<file path="src/rtl/elelock_ctrl.sv">
// Electronic lock sequencer: turns one-hot keypad presses into code-entry sessions,
// drives the lock, and enforces a timed lockout after repeated wrong codes.
module elelock_ctrl #(
  parameter int unsigned DIGITS   = 4,
  parameter logic [31:0] CODE     = 32'h0000_1234,
  parameter int unsigned TIMEOUT  = 1000,
  parameter int unsigned MAX_FAIL = 3,
  parameter int unsigned LOCKOUT  = 5000
) (
  input  logic       clk,
  input  logic       reset,
  input  logic [9:0] tenkey,
  input  logic       close,
  output logic       lock,
  output logic       alarm,
  output logic       ok,
  output logic       err,
  output logic [2:0] digit_cnt
);

  localparam int unsigned TMAX = (TIMEOUT > LOCKOUT) ? TIMEOUT : LOCKOUT;
  localparam int unsigned TW   = $clog2(TMAX + 1);
  localparam int unsigned FW   = $clog2(MAX_FAIL + 1);

  typedef enum logic [1:0] {S_LOCKED, S_ENTRY, S_OPEN, S_LOCKOUT} state_e;

  state_e          state_q;
  logic [9:0]      prev_key_q;
  logic [TW-1:0]   timer_q;
  logic [FW-1:0]   fail_q;
  logic            mismatch_q;
  logic            lock_q, alarm_q, ok_q, err_q;
  logic [2:0]      digit_cnt_q;

  logic            key_valid, press, final_miss, last_digit;
  logic            timeout_hit, lockout_done, lockout_now;
  logic [3:0]      key_val, expect_digit;
  logic [31:0]     code_shift;
  logic [FW-1:0]   fail_inc;
  logic [TW-1:0]   timer_inc;

  assign key_valid = (tenkey != '0) && ((tenkey & (tenkey - 10'd1)) == '0);
  // A press needs a fully released keypad on the previous cycle.
  assign press     = key_valid && (prev_key_q == '0);

  // NOTE: every combinational output gets a default first so no latch is inferred.
  always_comb begin
    key_val = '0;
    for (int i = 0; i < 10; i++) begin
      if (tenkey[i]) key_val = 4'(i);
    end
  end

  assign code_shift   = CODE >> (4 * (DIGITS - 1 - 32'(digit_cnt_q)));
  assign expect_digit = code_shift[3:0];
  assign final_miss   = ((state_q == S_ENTRY) && mismatch_q) || (key_val != expect_digit);
  assign last_digit   = (32'(digit_cnt_q) == DIGITS - 1);
  assign fail_inc     = fail_q + 1'b1;
  assign lockout_now  = (32'(fail_inc) == MAX_FAIL);
  assign timeout_hit  = (32'(timer_q) == TIMEOUT - 1);
  assign lockout_done = (32'(timer_q) == LOCKOUT - 1);
  assign timer_inc    = (timer_q == '1) ? timer_q : timer_q + 1'b1;

  // NOTE: sequential state uses non-blocking assignments only.
  always_ff @(posedge clk or posedge reset) begin
    if (reset) begin
      state_q     <= S_LOCKED;
      prev_key_q  <= '0;
      timer_q     <= '0;
      fail_q      <= '0;
      mismatch_q  <= 1'b0;
      lock_q      <= 1'b1;
      alarm_q     <= 1'b0;
      ok_q        <= 1'b0;
      err_q       <= 1'b0;
      digit_cnt_q <= '0;
    end else begin
      prev_key_q <= tenkey;
      ok_q       <= 1'b0;
      err_q      <= 1'b0;
      case (state_q)
        S_LOCKED, S_ENTRY: begin
          if (press) begin
            timer_q <= '0;
            if (last_digit) begin
              digit_cnt_q <= '0;
              mismatch_q  <= 1'b0;
              if (!final_miss) begin
                state_q <= S_OPEN;
                lock_q  <= 1'b0;
                ok_q    <= 1'b1;
                fail_q  <= '0;
              end else begin
                err_q  <= 1'b1;
                fail_q <= fail_inc;
                if (lockout_now) begin
                  state_q <= S_LOCKOUT;
                  alarm_q <= 1'b1;
                end else begin
                  state_q <= S_LOCKED;
                end
              end
            end else begin
              state_q     <= S_ENTRY;
              digit_cnt_q <= digit_cnt_q + 3'd1;
              mismatch_q  <= final_miss;
            end
          end else if (state_q == S_ENTRY) begin
            if (timeout_hit) begin
              state_q     <= S_LOCKED;
              digit_cnt_q <= '0;
              mismatch_q  <= 1'b0;
              timer_q     <= '0;
            end else begin
              timer_q <= timer_inc;
            end
          end
        end
        S_OPEN: begin
          if (close) begin
            state_q <= S_LOCKED;
            lock_q  <= 1'b1;
          end
        end
        S_LOCKOUT: begin
          if (lockout_done) begin
            state_q <= S_LOCKED;
            alarm_q <= 1'b0;
            fail_q  <= '0;
            timer_q <= '0;
          end else begin
            timer_q <= timer_inc;
          end
        end
        default: state_q <= S_LOCKED;
      endcase
    end
  end

  assign lock      = lock_q;
  assign alarm     = alarm_q;
  assign ok        = ok_q;
  assign err       = err_q;
  assign digit_cnt = digit_cnt_q;

endmodule

</file>
<file path="config.mk">
export PLATFORM = sky130hd
export DESIGN_NAME = elelock_ctrl
export DESIGN_NICKNAME = d
export VERILOG_FILES = /design/src/rtl/elelock_ctrl.sv
export SDC_FILE = /design/constraint.sdc
export NUM_CORES = 1
export LEC_CHECK = 0
export ABC_AREA = 0
export CAP_MARGIN = 20
export CORE_MARGIN = 5
export CORE_UTILIZATION = 40
export DETAILED_ROUTE_END_ITERATION = 8
export PLACE_DENSITY = 0.69
export SYNTH_ARGS = -nofsm -noshare
export SYNTH_HDL_FRONTEND = slang
export SYNTH_SLANG_ARGS = --single-unit
</file>
<file path="constraint.sdc">
create_clock -name clk -period 2.59 [get_ports clk]
set_clock_uncertainty 0.15 [all_clocks]
set_input_delay 0.3885 -clock clk [delete_from_list [all_inputs] [get_ports clk]]
set_output_delay 0.3885 -clock clk [all_outputs]
set_load 0.005 [all_outputs]
</file>
# Word-level counts from Yosys, hierarchy flattened
# Cells that the tools add are included.
# word_totals
register_bits	35
input_bits	13
# op_classes
add_sub_neg	5
n_eq_ne	18
shift	1
muxes	55
bitwise_logic	1
reduce_logical	19
# ops
operator	count
13-bit 2-to-1 mux	5
4-bit 2-to-1 mux	8
13-bit by 32-bit right shift with 4-bit output, first input constant	1
13-bit equality test, second input constant	2
13-bit case mux with 2 select lines	1
1-bit 2-to-1 mux	22
2-bit 2-to-1 mux	11
10-bit zero test	2
2-bit inequality test, second input constant	7
13-bit by 1-bit adder with 13-bit output, second input constant	1
13-bit by 10-bit equality test with 1-bit output, second input constant	1
3-bit 2-to-1 mux	4
10-bit bitwise AND	1
10-bit nonzero test	1
10-bit by 1-bit subtractor with 10-bit output, second input constant	1
4-bit AND reduction	2
2-bit nonzero test	4
2-bit equality test, second input constant	3
3-bit inequality test, second input constant	2
2-bit case mux with 3 select lines	1
6-bit AND reduction	1
5-bit AND reduction	1
4-bit inequality test	1
1-bit case mux with 2 select lines	2
12 further kinds	14

# Longest topological paths before layout
# Gate-level depths: netlist of the first run.
# depth
ltp_word	15
mapped_depth	11
ltp_nobuf	7

# Worst setup path after synthesis of the first run
# OpenSTA, ideal clock, no wires.
# synth_path
kind	in2reg
startpoint	input tenkey[0]
endpoint	register timer_q[12]
setup_time_ps	125
arrival_ps	2167
required_ps	2315
setup_slack_ps	148
path_stages	10
n_path_buf	3
cell_sequence	or4_1 -> nor3_1 -> o21ai_2 -> nor4_4 -> and2_4 -> buf_6 -> or3_4 -> buf_6 -> buf_12 -> nor2_4
# synth_via
elab_chain_len	7
# synth_rtl
element	line	rtl
from (decl)	12	input logic [9:0] tenkey,
10-bit by 1-bit subtractor with 10-bit output	42	assign key_valid = (tenkey != '0) && ((tenkey & (tenkey - 10'd1)) == '0);
10-bit bitwise AND	42	
10-bit zero test	42	
1-bit logical AND *	42	
1-bit logical AND *	44	assign press = key_valid && (prev_key_q == '0);
13-bit 2-to-1 mux / 3-bit inequality test (equally long branches)	n/a	
13-bit case mux with 2 select lines / 2-bit AND reduction (equally long branches)	n/a	
to (signal assigned)	115	timer_q <= timer_inc;
to (signal assigned)	132	timer_q <= timer_inc;
to (decl)	29	logic [TW-1:0] timer_q;
# Mark *: on every way between the ends. The rest lies on a longest branch, timed or not.
# A chain may end at the register's enable or synchronous reset.

# Worst setup path after layout of the first run
# layout_path
startpoint	input tenkey[6]
endpoint	register timer_q[4]
# Same word-level chain as after synthesis.

==> results of run 1 <==
==> metrics by stage <==
stage               instance area, sq um  power (mW)  instances  utilization [%]
global route                        2582       1.415        301            54.32
CTS                                 2525       1.360        301            53.11
floorplan                           1959      0.7577        188                -
finish                              2582       1.347        301            54.32
detailed placement                  2364      0.8320        292            49.71
global placement                    2364      0.8268        292            49.71
==> where the power goes <==
part           switching [mW]  internal (mW)  total [mW]
Clock                   0.195          0.311       0.506
Sequential             0.0542          0.594       0.648
Combinational           0.101         0.0921       0.193
==> timing repair <==
| item | CTS | global route |
|---|---|---|
| resized for setup | 6 | 12 |
| setup endpoints to repair | 10 | 11 |
| cloned | 0 | 0 |
| buffers inserted | 1 | 0 |
| endpoints found under the hold margin | 0 | 0 |
| pin swaps | 3 | 9 |
==> worst max-delay path, stage by stage <==
cell	delay [ps]
clkdlybuf4s50_1	480
nor4_4	330
nand2_2	110
mux2i_4	220
o41ai_4	370
buf_4	210
nand4_1	140
xor2_2	240
nor2_4	40
==> final timing paths <==
path | slack (ps) | endpoint | from | cells after the start
max | 100 | timer_q[4]$_DFFE_PP0P_ | tenkey[6] | 9
min | 270 | prev_key_q[0]$_DFF_PP0_ | tenkey[0] | 2
max reg2reg | 230 | timer_q[12]$_DFFE_PP0P_ | timer_q[9]$_DFFE_PP0P_ | 7
min reg2reg | 350 | lock$_DFFE_PP1P_ | lock$_DFFE_PP1P_ | 2
max in group asynchronous | 1600 | lock$_DFFE_PP1P_ | reset | 3
min in group asynchronous | 360 | timer_q[6]$_DFFE_PP0P_ | reset | 3
==> routing by layer <==
metal / wire (um) / vias to the layer above / GRT usage (%)
li1: - / 773 / -
met1: 1909 / 767 / 18.21
met2: 2059 / 28 / 23.76
met3: 186 / 11 / 3.386
met4: 99 / 0 / 6.081
met5: 0 / - / 0
==> flip-flops by register name, summed over array words and instances (netlist names), 2 cells and up <==
signal	cells
digit_cnt	3
fail_q	2
prev_key_q	10
state_q	2
timer_q	13
==> cell type report <==
cell class                      count  area (sq um)
Clock inverter                      2         35.03
Timing Repair Buffer               44         402.9
Inverter                           10         37.54
Multi-Input combinational cell    137          1064
Tap cell                           67         83.83
Clock buffer                        6         82.58
Fill cell                         426          2172
Sequential cell                    35         877.1
==> cells in the final DEF (no fill, tap or decap), types with 2 or more instances in the layout <==
cell and instances:
clkdlybuf4s50_1 14, nand3_1 11, a41oi_1 4, nand2_1 15
xor2_1 7, dlymetal6s2s_1 5, nor4_1 3, inv_1 10
nand3b_1 2, o21ai_0 14, xor2_2 3, clkbuf_8 6
nor2_4 9, ha_1 3, and3_1 2, nor3_1 2
buf_4 24, a31oi_1 2, nor4_4 3, nor2_1 16
a211oi_2 2, nand4_1 7, a21oi_1 4, and4_1 2
dfrtp_1 34
==> cells by family (layout without fill, tap and decap cells) <==
kind of cell    count (synthesis)  after routing  share of synthesized area, %
flops                          35             35                         44.76
mux                             1              1                         1.149
simple gates                   85             85                         28.29
xor+xnor                       10             10                         4.470
fa+ha+maj                       3              3                         1.916
buf+inv                        16             62                         5.108
compound gates                 38             38                         14.30
==> reports/summary.txt, run 1 <==
antenna cells = 0
CTS clk-pin slew, worst paths = 60 ps
Die X = 79.99 um
clk sinks = 35
post-layout min period = 2495 ps
Data required, critical path = 2620 ps
FF+latch count, synth = 35
Slew Viols, Final = 0
Post-Place Setup Slack = -379.4 ps
leakage power = 1.089 nW
synthesis warning total = 0
Relative slew margins = 70.37%
cell taking the most area after synthesis = dfrtp_1
EDFF count, synth = 0
clock buffer count from CTS = 5
global route total overflow = 0
Area growth, synth to finish = 31.80%
Synth area leaders = dfrtp_1 (43%), nor2_4 (5.2%), xor2_1 (4.5%), o21ai_0 (3.8%), nor2_1 (3.1%)
Max VDD drop = 0.2973 mV
CTS Hold Bufs = 0
CP endpoint kind = flip-flop
fmax = 0.4009 GHz
clock root buffer = clkbuf_8
Worst Tran Pin Value = 444.4 ps
Final Cycle Share = 96.32%
first-pass GRT wire length = 7369 um
maximum clock insertion buffer count = 2
crit start category = primary input
clk_lat worst skew = 290 ps
WHS = 267.8 ps
Port Buffers = 19
initial core utilization = 41.21%
gpl congestion = 0.8230
WL final = 4256 um
PD cells = 521.7 nW/um^2
drc violations = 0
Post-Syn Nets = 204
Die Span Y = 79.99 um
Final Hold Viols = 0
DP HPWL = 3024 um
sequential-to-total area share from yosys stat = 44.76%
Routed WL per cell = 14.14 um
total negative setup slack = 0 ps
NumNets Final = 249
Pre-antenna DRT Iters = 4
ANT nets after route = 0
Post-synth top cells = dfrtp_1 (34), nor2_1 (16), nand2_1 (15), o21ai_0 (15), nand3_1 (11)
Cells after Synth = 188
TritonCTS clock tree = done
Synth cell types = 50
Async SR Flop Fraction = 100.0%
Hold WC Path Type = primary input to flip-flop
Synth top area share = 43.42%
Core ar. = 4755 sq um
initial antenna violation count = 0
Via Count = 1,579
CTS H-tree lvls = 2
cell with the most instances after synthesis = dfrtp_1
endpoints failing setup = 0
vias in the first global route = 1,648
Worst Path Arrival = 2520 ps
syn avg cell area = 10.42 sq um
critical path class = primary input to flip-flop
outcome = finished, final reports clean
number of max-cap violations = 0
ys flop type = dfrtp_1
die area = 6398 sq um
largest net degree at the start of global routing = 36
std cell rows = 25
setup ws final = 95.43 ps
cell area after synthesis = 1959 sq um
critical path peak fanout = 6
post-detailed-route via-to-cell ratio = 5.246
io pins = 20
GRT Overall Usage = 14.50%
Initial DRC Count = 61
share of layout cells above drive strength 1 = 28.21%
Note: power is estimated with default switching activity, not from simulation.
==> run 2, diff against run 1 <==
clock period = 2.5 ns   (was 2.59 ns; I/O delays follow)
==> reports/summary.txt, run 2 (synthesis gave the netlist of run 1 again) <==
CTS H-tree lvls = 2 (unchanged)
Worst Path Arrival = 2400 ps (-120 ps)
Max VDD drop = 0.2493 mV (-16%)
setup ws final = 118.2 ps (+22.77 ps)
Pre-antenna DRT Iters = 4 (unchanged)
clock root buffer = clkbuf_8
Worst Tran Pin Value = 451.0 ps (+6.555 ps)
DP Area = 2386 sq um (+0.95%)
Final Hold Viols = 0 (unchanged)
met3 Resource Use GR = 3.612% (+0.23 points)
drc violations = 0 (unchanged)
Non-Filler Cell Area, Final = 2591 sq um (+0.34%)
NumNets Final = 253 (+1.6%)
global-route track usage on met2 = 25.58% (+1.8 points)
Slew Viols, Final = 0 (unchanged)
Hold WC Path Type = primary input to flip-flop
PnR Total Power = 1.270 mW (-5.8%)
hold path depth = 2 (unchanged)
CTS clk-pin slew, worst paths = 70 ps (about the same)
clock buffer count from CTS = 5 (unchanged)
initial core utilization = 41.21% (unchanged)
Largest register FFs = 13 (unchanged)
share of layout cells above drive strength 1 = 29.41% (+1.2 points)
Biggest register = timer_q
Via Count = 1,599 (+1.3%)
most frequent cells in the layout = dfrtp_1 (34), buf_4 (24), nor2_1 (16)
endpoints failing setup = 0 (unchanged)
Reg2Reg Depth = 8 (+1)
io pins = 20 (unchanged)
Area growth, synth to finish = 32.25%
WHS = 295.9 ps (+28.11 ps)
initial antenna violation count = 0 (unchanged)
WL final = 4332 um (+1.8%)
Post-Layout Cell Count = 305 (+1.3%)
std cell rows = 25 (unchanged)
vias in the first global route = 1,667 (+1.2%)
total negative setup slack = 0 ps (unchanged)
CP endpoint kind = flip-flop
leakage power = 1.082 nW (-0.63%)
DP HPWL = 3113 um (+2.9%)
first-pass GRT wire length = 7686 um (+4.3%)
crit start category = primary input
GRT Overall Usage = 15.38% (+0.88 points)
Data required, critical path = 2520 ps (-100 ps)
Port Buffers = 19 (unchanged)
RSZ-0062 raised after global routing = no
Final Cycle Share = 95.27%
met1 usage = 19.35% (+1.1 points)
Post-Place Setup Slack = -455.3 ps (-75.93 ps)
clk sinks = 35 (unchanged)
post-detailed-route via-to-cell ratio = 5.243 (about the same)
Core ar. = 4755 sq um (unchanged)
post-layout min period = 2382 ps
antenna cells = 0 (unchanged)
PD cells = 489.9 nW/um^2 (-6.1%)
Die Span Y = 79.99 um (unchanged)
CTS Hold Bufs = 0 (unchanged)
clk_lat worst skew = 280 ps (about the same)
Final Util = 54.50% (+0.18 points)
Filler cells = 451 (+5.9%)
Initial DRC Count = 99 (+62%)
global routing's busiest layer = met2
ANT nets after route = 0 (unchanged)
gpl congestion = 0.8250 (+0.24%)
TritonCTS clock tree = done
critical path class = primary input to flip-flop
global route total overflow = 0 (unchanged)
Relative slew margins = 69.94% (-0.44 points)
number of max-cap violations = 0 (unchanged)
Placed Cells = 295 (+1.0%)
Routed WL per cell = 14.20 um (+0.45%)
largest net degree at the start of global routing = 36 (unchanged)
Die X = 79.99 um (unchanged)
die area = 6398 sq um (unchanged)
outcome = finished, final reports clean
fmax = 0.4199 GHz
maximum clock insertion buffer count = 2 (unchanged)
most common cell after layout, fill and taps aside = dfrtp_1
critical path peak fanout = 8 (+2)
[run 2: cell types whose count changed in the layout (fill, tap and decap cells not counted), moves of 2 or more]
cell	previous run	this run
dlygate4sd2_1	0	3
clkbuf_1	0	2
clkdlybuf4s50_1	14	12
buf_6	0	4
dlymetal6s2s_1	5	3
[run 2: cell type report]
cell class | count | area [sq um] | share of cell area, %
clock buffer | 7 | 76.32 | 2.945
sequential | 35 | 877.1 | 33.85
clock inverter | 1 | 5.005 | 0.1931
multi-input combinational | 137 | 1072 | 41.38
tap | 67 | 83.83 | 3.235
timing repair buffer | 48 | 439.2 | 16.95
inverter | 10 | 37.54 | 1.449
[run 2: where the power goes]
| group | leakage [nW] | internal [mW] | total, mW | switching [mW] |
|---|---|---|---|---|
| Clock | 0.0422 | 0.195 | 0.387 | 0.192 |
| Combinational | 0.612 | 0.101 | 0.207 | 0.106 |
| Sequential | 0.428 | 0.615 | 0.675 | 0.0598 |
| Total | 1.08 | 0.912 | 1.27 | 0.358 |
[run 2: what timing repair did]
item,4_1_cts,5_1_grt
gates cloned,0,0
endpoints found under the setup margin,19,12
endpoints found under the hold margin,0,0
pin swaps,10,6
buffers inserted,2,0
resized for setup,18,9
[run 2: final timing paths]
kind | start | to | slack (ps)
min in group asynchronous | reset | prev_key_q[4]$_DFF_PP0_ | 350
setup reg to reg | timer_q[0]$_DFFE_PP0P_ | timer_q[12]$_DFFE_PP0P_ | 170
setup / recovery | tenkey[3] | timer_q[4]$_DFFE_PP0P_ | 120
hold reg to reg | lock$_DFFE_PP1P_ | lock$_DFFE_PP1P_ | 350
max in group asynchronous | reset | lock$_DFFE_PP1P_ | 1500
hold / removal | tenkey[5] | prev_key_q[5]$_DFF_PP0_ | 300
[run 2: critical path, stage by stage]
cell	delay, ps
dlygate4sd2_1	240
or4_4	580
o21ai_4	170
o21ai_4	90
o41ai_4	330
buf_4	220
nand4_1	150
xor2_2	220
nor2_4	40
[run 2: metal layers]
layer | routed length [um] | vias up
li1 | - | 773
met1 | 1926 | 781
met2 | 2148 | 40
met3 | 187 | 5
met4 | 70 | 0
met5 | 0 | -
==> run 3, diff against run 2 <==
CORE_MARGIN = 8   (was 5)
CTS_BUF_LIST = sky130_fd_sc_hd__clkbuf_4 sky130_fd_sc_hd__clkbuf_8 sky130_fd_sc_hd__clkbuf_16   (was unset)
CTS_CLUSTER_SIZE = 24   (was unset)
==> reports/summary.txt, run 3 (synthesis gave the netlist of run 1 again) <==
initial core utilization = 41.48% (+0.27 points)
worst r2r src = timer_q[0]$_DFFE_PP0P_
Relative slew margins = 69.64% (-0.29 points)
Via Count = 1,609 (+0.63%)
CTS Hold Bufs = 0 (unchanged)
clk_lat worst skew = 290 ps (about the same)
total negative setup slack = 0 ps (unchanged)
io pins = 20 (unchanged)
RSZ-0062 raised after global routing = no
Max VDD drop = 0.2664 mV (+6.9%)
post-layout min period = 2411 ps (+29.04 ps)
PD cells = 507.4 nW/um^2 (+3.6%)
endpoints failing setup = 0 (unchanged)
hold path depth = 2 (unchanged)
critical path class = primary input to flip-flop
FF+latch area = 877.1 sq um (unchanged)
Filler cells = 424 (-6.0%)
TritonCTS clock tree = done
first-pass GRT wire length = 7376 um (-4.0%)
GRT Overall Usage = 12.47% (-2.9 points)
most common cell after layout, fill and taps aside = dfrtp_1
WL final = 4163 um (-3.9%)
ANT nets after route = 0 (unchanged)
Hold WC Path Type = primary input to flip-flop
Die X = 85.99 um (+7.5%)
multi-input logic area = 1064 sq um (-0.82%)
Hold Path End = prev_key_q[7]$_DFF_PP0_
outcome = finished, final reports clean
Final Cycle Share = 96.43% (+1.2 points)
min-delay src = tenkey[7]
Die Span Y = 85.99 um (+7.5%)
Data required, critical path = 2520 ps (about the same)
Biggest register = timer_q
global route total overflow = 0 (unchanged)
die area = 7394 sq um (+16%)
NumNets Final = 249 (-1.6%)
PnR Total Power = 1.288 mW (+1.4%)
Post-CTS Setup Bufs = 0 (-2)
post-detailed-route via-to-cell ratio = 5.346 (+2.0%)
drc violations = 0 (unchanged)
RR Endpoint = timer_q[0]$_DFFE_PP0P_
largest net degree at the start of global routing = 36 (unchanged)
Final Hold Viols = 0 (unchanged)
Worst Path Arrival = 2430 ps (+30 ps)
fmax = 0.4148 GHz (-1.2%)
share of layout cells above drive strength 1 = 28.21% (-1.2 points)
CTS H-tree lvls = 2 (unchanged)
Routed WL per cell = 13.83 um (-2.6%)
maximum clock insertion buffer count = 2 (unchanged)
clock root buffer = clkbuf_8
gpl congestion = 0.8446 (+2.4%)
DP HPWL = 2962 um (-4.8%)
FF-to-FF setup slack = 150 ps (-20 ps)
Worst Tran Pin Value = 455.3 ps (+4.365 ps)
crit start category = primary input
setup ws final = 89.16 ps (-29.04 ps)
Port Buffers = 19 (unchanged)
antenna cells = 0 (unchanged)
vias in the first global route = 1,625 (-2.5%)
CTS clk-pin slew, worst paths = 70 ps (about the same)
Final Util = 53.72% (-0.78 points)
clock buffer count from CTS = 5 (unchanged)
initial antenna violation count = 0 (unchanged)
most frequent cells in the layout = dfrtp_1 (34), buf_4 (24), nor2_1 (16)
clk sinks = 35 (unchanged)
Initial DRC Count = 90 (-9.1%)
Largest register FFs = 13 (unchanged)
Core ar. = 4723 sq um (-0.66%)
leakage power = 1.055 nW (-2.5%)
Slew Viols, Final = 0 (unchanged)
Reg2Reg Depth = 8 (unchanged)
Pre-antenna DRT Iters = 4 (unchanged)
Post-Place Setup Slack = -458.5 ps (-3.206 ps)
number of max-cap violations = 0 (unchanged)
critical path peak fanout = 6 (-2)
Area growth, synth to finish = 29.50%
std cell rows = 25 (unchanged)
CP endpoint kind = flip-flop
==> run 3: changes by cell type in the layout (fill, tap and decap cells not counted), moves of 2 or more <==
cell and change:
dlymetal6s2s_1 -2, buf_6 -4, dlygate4sd2_1 +2, clkbuf_4 +2
clkbuf_1 -2
==> run 3: through the flow <==
step / hold slack (ps) / cell area, sq um / instances
after floorplan: 256.4 / 1959 / 188
after global placement: 333.7 / 2371 / 293
after detailed placement: 340.0 / 2371 / 293
after CTS: 340.2 / 2511 / 301
after global routing: 310.1 / 2537 / 301
final: 322.7 / 2537 / 301
==> run 3: report_power, final <==
| group | internal (mW) | total (mW) | switching (mW) |
|---|---|---|---|
| sequential | 0.615 | 0.673 | 0.0577 |
| combinational | 0.0948 | 0.196 | 0.101 |
| clock | 0.217 | 0.419 | 0.202 |
==> run 3: timing repair <==
action / 4_1_cts / 5_1_grt
resized for setup: 16 / 4
pin swaps: 8 / 4
endpoints found under the setup margin: 13 / 4
==> run 3: worst max-delay path by stage <==
stage                                   end  startpoint  cells past startpoint
finish              timer_q[10]$_DFFE_PP0P_   tenkey[0]                     10
global route        timer_q[10]$_DFFE_PP0P_   tenkey[0]                     10
CTS                 timer_q[10]$_DFFE_PP0P_   tenkey[1]                      9
detailed placement  timer_q[10]$_DFFE_PP0P_   tenkey[2]                     10
global placement    timer_q[10]$_DFFE_PP0P_   tenkey[2]                     10
floorplan           timer_q[12]$_DFFE_PP0P_   tenkey[0]                     10
==> run 3: cell type report <==
cell class,count,share of cell area [%]
Clock buffer,7,3.304
Inverter,10,1.479
Clock inverter,1,0.1972
Sequential cell,35,34.57
Timing Repair Buffer,44,15.24
Multi-Input combinational cell,137,41.91
Tap cell,67,3.304
==> run 3: per-layer routing <==
metal,wire length [um],vias to the layer above,global-route usage (%)
met5,0,-,0
met4,65,0,5.732
met3,211,5,3.820
met2,1872,25,18.68
met1,2013,802,15.91
li1,-,777,-
==> run 3: critical path: stages <==
cell and delay [ps]:
dlygate4sd2_1 240, buf_4 160, nor4_4 280, nand2_2 120, mux2i_4 220, o41ai_4 370, buf_4 200, nand2_2 70
nor4b_4 280, a211oi_2 90
